File: src/rtl/ecc_scrub_arbiter.sv
// Data-memory port arbiter: the pipeline always wins; idle cycles feed a background ECC scrubber.
// Optional macro ECC_SCRUB_LOG_EN keeps the corr_cnt / last_err_addr logging registers.
module ecc_scrub_arbiter #(
    parameter int ADDR_W         = 8,
    parameter int SCRUB_INTERVAL = 64,
    parameter int CNT_W          = 16
) (
    input  logic              clk,
    input  logic              rst,
    input  logic              scrub_en,
    input  logic              cpu_re,
    input  logic              cpu_we,
    input  logic [ADDR_W-1:0] cpu_addr,
    input  logic [31:0]       cpu_wdata,
    output logic [31:0]       cpu_rdata,
    output logic              mem_we,
    output logic [ADDR_W-1:0] mem_addr,
    output logic [31:0]       mem_wdata,
    input  logic [31:0]       mem_rdata,
    input  logic              mem_s_err,
    input  logic              mem_d_err,
    output logic              scrub_busy,
    output logic              sweep_done,
    output logic              uncorr_flag,
    output logic [CNT_W-1:0]  corr_cnt,
    output logic [ADDR_W-1:0] last_err_addr
);
    localparam int IW = (SCRUB_INTERVAL > 1) ? $clog2(SCRUB_INTERVAL) : 1;
    localparam logic [IW-1:0] IV_LAST = IW'(SCRUB_INTERVAL - 1);

    typedef enum logic [1:0] {WAIT, READ, WB} state_t;

    state_t            state, state_nx;
    logic [IW-1:0]     iv_cnt, iv_cnt_nx;
    logic [ADDR_W-1:0] scrub_addr;
    logic [31:0]       wb_data;
    logic              cpu_act, advance, latch_wb, log_unc;

    assign cpu_act    = cpu_re | cpu_we;
    assign cpu_rdata  = mem_rdata;
    assign scrub_busy = (state != WAIT);
    // Write-back is masked while rst is low so a pending repair never reaches memory.
    assign mem_we     = cpu_act ? cpu_we : (rst && state == WB);
    assign mem_addr   = cpu_act ? cpu_addr : scrub_addr;
    assign mem_wdata  = cpu_act ? cpu_wdata : wb_data;

    always_comb begin
        state_nx  = state;
        iv_cnt_nx = iv_cnt;
        advance   = 1'b0;
        latch_wb  = 1'b0;
        log_unc   = 1'b0;
        case (state)
            WAIT: begin
                if (scrub_en) begin
                    if (iv_cnt == IV_LAST) begin
                        iv_cnt_nx = '0;
                        state_nx  = READ;
                    end else begin
                        iv_cnt_nx = iv_cnt + 1'b1;
                    end
                end
            end
            READ: begin
                if (!cpu_act) begin
                    // d_err dominates when both error flags are raised
                    if (mem_d_err) begin
                        log_unc  = 1'b1;
                        advance  = 1'b1;
                        state_nx = WAIT;
                    end else if (mem_s_err) begin
                        latch_wb = 1'b1;
                        state_nx = WB;
                    end else begin
                        advance  = 1'b1;
                        state_nx = WAIT;
                    end
                end
            end
            WB: begin
                // A CPU store to the same word carries newer data: drop the repair.
                if (cpu_we && cpu_addr == scrub_addr) begin
                    advance  = 1'b1;
                    state_nx = WAIT;
                end else if (!cpu_act) begin
                    advance  = 1'b1;
                    state_nx = WAIT;
                end
            end
            default: state_nx = WAIT;
        endcase
    end

    always_ff @(posedge clk) begin
        if (!rst) begin
            state       <= WAIT;
            iv_cnt      <= '0;
            scrub_addr  <= '0;
            wb_data     <= '0;
            uncorr_flag <= 1'b0;
            sweep_done  <= 1'b0;
        end else begin
            state      <= state_nx;
            iv_cnt     <= iv_cnt_nx;
            sweep_done <= advance && (scrub_addr == '1);
            if (advance)  scrub_addr  <= scrub_addr + 1'b1;
            if (latch_wb) wb_data     <= mem_rdata;
            if (log_unc)  uncorr_flag <= 1'b1;
        end
    end

`ifdef ECC_SCRUB_LOG_EN
    logic              log_corr;
    logic [CNT_W-1:0]  corr_q;
    logic [ADDR_W-1:0] last_q;

    // A cancelled write-back always has cpu_act high, so it never logs.
    assign log_corr = (state == WB) && !cpu_act;

    always_ff @(posedge clk) begin
        if (!rst) begin
            corr_q <= '0;
            last_q <= '0;
        end else begin
            if (log_corr && corr_q != '1) corr_q <= corr_q + 1'b1;
            if (log_corr || log_unc)      last_q <= scrub_addr;
        end
    end

    assign corr_cnt      = corr_q;
    assign last_err_addr = last_q;
`else
    assign corr_cnt      = '0;
    assign last_err_addr = '0;
`endif

endmodule

File: config.mk
export PLATFORM = sky130hd
export DESIGN_NAME = ecc_scrub_arbiter
export DESIGN_NICKNAME = d
export VERILOG_FILES = /design/src/rtl/ecc_scrub_arbiter.sv
export SDC_FILE = /design/constraint.sdc
export NUM_CORES = 1
export LEC_CHECK = 0
export CORE_ASPECT_RATIO = 1.1
export CORE_MARGIN = 8
export CORE_UTILIZATION = 30
export DETAILED_ROUTE_END_ITERATION = 10
export HOLD_SLACK_MARGIN = 0.12
export PLACE_DENSITY = 0.63
export SYNTH_ARGS = -nofsm -noshare
export SYNTH_HDL_FRONTEND = slang
export SYNTH_SLANG_ARGS = --single-unit
File: constraint.sdc
create_clock -name clk -period 2.2 [get_ports clk]
set_input_delay 0.44 -clock clk [delete_from_list [all_inputs] [get_ports clk]]
set_output_delay 0.44 -clock clk [all_outputs]
set_load 0.1 [all_outputs]
# --- Word level (Yosys, flattened, before mapping) ---
# Cells that the tools add are included.
classes:
  bitwise_logic: 1
  n_eq_ne: 9
  add_sub_neg: 2
  n_reduce_logical: 7
  mux: 25
op_table:
  columns: ["operator", "count"]
  rows:
  - ["$mux 32", 1]
  - ["$mux 2", 7]
  - ["$mux 1", 13]
  - ["$add 8x1->8 const B", 1]
  - ["$eq 8x8->1", 1]
  - ["$eq 8x8->1 const B", 1]
  - ["$mux 8", 1]
  - ["$add 6x1->6 const B", 1]
  - ["$eq 6x6->1 const B", 1]
  - ["$mux 6", 1]
  - ["$ne 2x2->1 const B", 3]
  - ["$pmux 2 s3", 1]
  - ["$reduce_and 4->1", 1]
  - ["$logic_and 1x1->1", 3]
  - ["$ne 3x2->1 const B", 1]
  - ["$eq 2x1->1 const B", 1]
  - ["$eq 2x2->1 const B", 1]
  - ["$logic_not 2->1", 1]
  - ["$pmux 1 s2", 1]
  - ["$reduce_and 2->1", 1]
  - ["$reduce_bool 2->1", 1]
  - ["$or 1x1->1", 1]
word_totals:
  out_inout_bits: 100
  input_bits: 79
  word_cells: 50
  ff_bits: 50

# --- Depth between registers and ports, before layout ---
logic_depth:
  depth_word: 5
  mapped_depth: 8
  ltp_nobuf: 7

# --- Worst setup path after synthesis ---
# No wires, ideal clock.
synth_path:
  kind: "input to output"
  start: "input rst"
  end: "output mem_we"
  stages: 3
  n_path_buf: 1
  path_slack_ps: -1407
  arrival_ps: 3167
  required_ps: 1760
  cell_sequence: "clkbuf_1 clkinv_1 o31ai_1"
synth_between:
  elab_chain_cells: 2
synth_lines:
  columns: ["item", "line", "text"]
  rows:
  - ["start: declaration", "9", "input logic rst,"]
  - ["$logic_and 1x1->1", "43", "assign mem_we = cpu_act ? cpu_we : (rst && state == WB);"]
  - ["$mux 1", "43", null]
  - ["end: declaration", "16", "output logic mem_we,"]
# No other way between the ends.

# --- Final worst setup path ---
layout_path:
  start: "input cpu_re"
  end: "output mem_wdata[21]"
layout_between:
  elab_chain_cells: 2
layout_lines:
  columns: ["item", "line", "text"]
  rows:
  - ["start: declaration", "11", "input logic cpu_re,"]
  - ["$or 1x1->1", "39", "assign cpu_act = cpu_re | cpu_we;"]
  - ["$mux 32", "45", "assign mem_wdata = cpu_act ? cpu_wdata : wb_data;"]
  - ["end: declaration", "18", "output logic [31:0] mem_wdata,"]
# No other way between the ends.

==> reports/qor.yml <==
synthesis:
  synth-warning-count: 0
  synth_seq_area_share_pct: 33.0
  syn_area_per_cell_um2: 8.30
  netlist_area_mm2: 0.00303
  synthDistinctLibCells: 34
  syn_inst: 365
  yosys_register_bits: 50
hold_path:
  hp-start: "wb_data[29]"
  hp-class: "reg -> reg"
  worstHoldEndpoint: "wb_data[29]"
  hold_depth: 2
clocking:
  clk_pin_slew_ns: 0.10
  clk_latency_ns: 0.30
  clockBufferDepth: 2
  htreeDepth: 2
  cts_root_buffer: "clkbuf_8"
  cts.sinks: 50
  cts_tree: "yes"
  numCtsBuffers: 5
place:
  place.port_buffers: 154
  dp.final_hpwl_um: 7940
  dp_cells: 602
  gp_congestion: 0.814
  dp_slack_ns: -0.287
grt:
  grt_overflow_total: 0
  grt_max_degree: 43
  grt_pass1_vias: 3058
  antenna_found_initial: 1
  track_usage_pct: 14.4
  grt_pass1_wl_um: 15900
outcome:
  status: "complete, no violations"
floorplanning:
  coreArea_mm2: 0.00984
  ios: 179
  rows: 38
  die_y_um: 121
  die-area_mm2: 0.0136
  dieWidth_um: 112
  initial_utilization_pct: 30.8
sta:
  min_period_over_period_pct: 97.4
  setup_violations: 0
  rsz0062_at_grt: "no"
  skew_ns: 0.00779
  fmax_mhz: 467
  layout_setup_ws_ns: 0.0580
  fin_crit_ns: 2.14
  report.final.slew_viol_count: 0
  hold_viol: 0
finish:
  n_antenna_cell: 0
  drive_gt1_share_pct: 32.5
  final_cells: 616
  design.final.nets: 579
  syn2layout_area_growth_pct: 79.6
setup_path:
  ff2ff_path_depth: 8
  cp.arrival_ns: 1.70
  cp_cell_sequence: "clkdlybuf4s15_1 > or2_4 > buf_12 > buf_16 > mux2_4 > buf_12"
  cp-end-kind: "primary output"
  cp-start-kind: "input port"
  reg2reg_slack_ns: 0.23
  timing.rr.end: "scrub_addr[4]"
  crit_top_cell: "buf_12"
  reg2reg_from: "state[0]"
  worstPathRequired_ns: 1.76
  slowest_stage: "mux2_4"
  path_max_fanout: 11
  cpPeakStageDelay_ns: 0.31
  criticalPathCategory: "in -> out"
drt:
  wirelength_um: 10100
  drt-wirelength-per-cell_um: 16.4
  vias_per_cell: 4.62
  dr.pass1.iters: 5
  drc: 0
  drt_iter0_drc: 116
  ant_nets: 0
  dr_total_vias: 2848
job:
  max-cap-violations: 0
power_and_ir_drop:
  p_sw_share_pct: 44.2
  combPwrFrac_pct: 50.2
  seq_power_share_pct: 30.6
  ir_worst_vdd_v: 0.000290
  powerDensity_mw_per_mm2: 548
  p_leak_uw: 0.00217
  p_sw_uw: 1320
  internal_power_uw: 1660
  clockPowerShare_pct: 19.2
layout make-up:
| cell class | count | area [um2] |
|---|---|---|
| Clock buffer | 5 | 68.8 |
| Timing Repair Buffer | 177 | 2530 |
| Multi-Input combinational cell | 254 | 1630 |
| Sequential cell | 50 | 1000 |
| Inverter | 7 | 27.5 |
| Fill cell | 854 | 4400 |
| Tap cell | 120 | 150 |
| Clock inverter | 3 | 25.0 |
synthesized netlist by cell type:
cell,instances,area (um2)
clkinv_1,2,7.51
buf_6,1,11.3
clkbuf_1,17,63.8
nor3_1,3,15.0
and2_1,2,12.5
or2_2,2,12.5
mux2i_1,4,40.0
or3_1,3,18.8
o41ai_4,1,27.5
conb_1,1,3.75
o21ai_0,4,20.0
ha_1,5,62.6
nand4_1,8,50.1
xnor2_1,3,26.3
buf_1,3,11.3
a221oi_1,1,8.76
xor2_1,10,87.6
inv_1,5,18.8
buf_4,56,420
nand2_1,71,267
nand3_1,4,20.0
a31o_2,1,8.76
a21oi_1,40,200
nor2_1,10,37.5
nand3_2,1,10.0
o31ai_1,4,30.0
or2_1,1,6.26
a31oi_1,2,12.5
nand2b_1,3,18.8
or4_1,3,22.5
mux2_2,40,450
dfxtp_1,50,1000
nor4_1,3,18.8
a21o_1,1,7.51
per-stage QoR:
step                hold WS (ns)  TNS [ns]  instance area (um2)  power, uW  utilization (%)
global route               0.482         0                 5440       3090             55.3
detailed placement         0.444    -11.82                 5210       2410             52.9
global placement           0.440    -10.85                 5210       2400             52.9
finish                     0.458         0                 5440       2980             55.3
floorplan                  0.434         0                 3130       1900                -
CTS                        0.459         0                 5410       3000             55.0
worst max-delay path by stage:
stage | from | to | cells past startpoint
6_report | cpu_re | mem_wdata[21] | 6
5_1_grt | cpu_addr[0] | scrub_addr[3] | 7
4_1_cts | cpu_we | mem_addr[1] | 6
3_5_place_dp | cpu_addr[6] | scrub_addr[7] | 7
3_3_place_gp | cpu_addr[6] | scrub_addr[5] | 7
2_1_floorplan | cpu_we | mem_addr[0] | 4
timing repair:
| item | 4_1_cts | 5_1_grt |
|---|---|---|
| gates resized for setup | 7 | 8 |
| buffers inserted | 3 | 1 |
| pin swaps | 1 | 2 |
| cloned | 2 | 0 |
| endpoints found under the setup margin | 40 | 20 |
| hold buffers | 0 | 0 |
state kept, by name, summed over array words and instances (netlist names):
name,flops
state,2
scrub_addr,8
sweep_done,1
wb_data,32
iv_cnt,6
uncorr_flag,1
power by group through the flow:
stage	combinational [uW]	clock, uW	sequential [uW]
after floorplan	966	0	932
after global placement	1470	0	933
after detailed placement	1470	0	933
after CTS	1500	590	912
after global routing	1540	640	913
final	1500	571	912
metal layers:
metal | GRT usage [%] | wire length, um | share of wire (%)
met4 | 2.99 | 81 | 0.80
met2 | 27.6 | 5540 | 55
met1 | 14.7 | 3770 | 37
met5 | 0 | 13 | 0.13
met3 | 5.28 | 728 | 7.2
critical path, delay by kind of cell:
| kind | cells | cell delay, ns |
|---|---|---|
| buffers and inverters | 4 | 0.64 |
| multiplexers | 1 | 0.31 |
| AND/OR/NAND/NOR | 1 | 0.29 |
cells in the final DEF (no fill, tap or decap), types with 2 or more instances in the layout:
| master | synthesis | final |
|---|---|---|
| or4_1 | 3 | 2 |
| clkbuf_8 | 0 | 5 |
| or2_2 | 2 | 2 |
| buf_16 | 0 | 2 |
| or3_1 | 3 | 3 |
| nand4_1 | 8 | 8 |
| buf_4 | 56 | 19 |
| mux2_4 | 0 | 2 |
| clkdlybuf4s50_1 | 0 | 76 |
| mux2_2 | 40 | 38 |
| o31ai_1 | 4 | 3 |
| xor2_1 | 10 | 10 |
| nor3_1 | 3 | 2 |
| a21oi_1 | 40 | 39 |
| o21ai_0 | 4 | 4 |
| mux2i_1 | 4 | 4 |
| and2_1 | 2 | 2 |
| nand2_1 | 71 | 71 |
| xnor2_1 | 3 | 3 |
| buf_12 | 0 | 78 |
| ha_1 | 5 | 5 |
| nor2_1 | 10 | 10 |
| inv_1 | 5 | 5 |
| conb_1 | 1 | 24 |
| dfxtp_1 | 50 | 50 |
| nor4_1 | 3 | 3 |
| nand2b_1 | 3 | 3 |
| nand3_1 | 4 | 4 |
cells by family after synthesis:
family	Yosys count	synth area share, %
and+or+nand+nor	114	16.8
muxes	44	16.2
adders and majority gates	5	2.07
buffers and inverters	84	17.6
other	1	0.124
AOI/OAI and AO/OA	54	10.4
DFF	50	33.0
xor gates and xnor gates	13	3.76
Power figures use the tool's default switching activity.
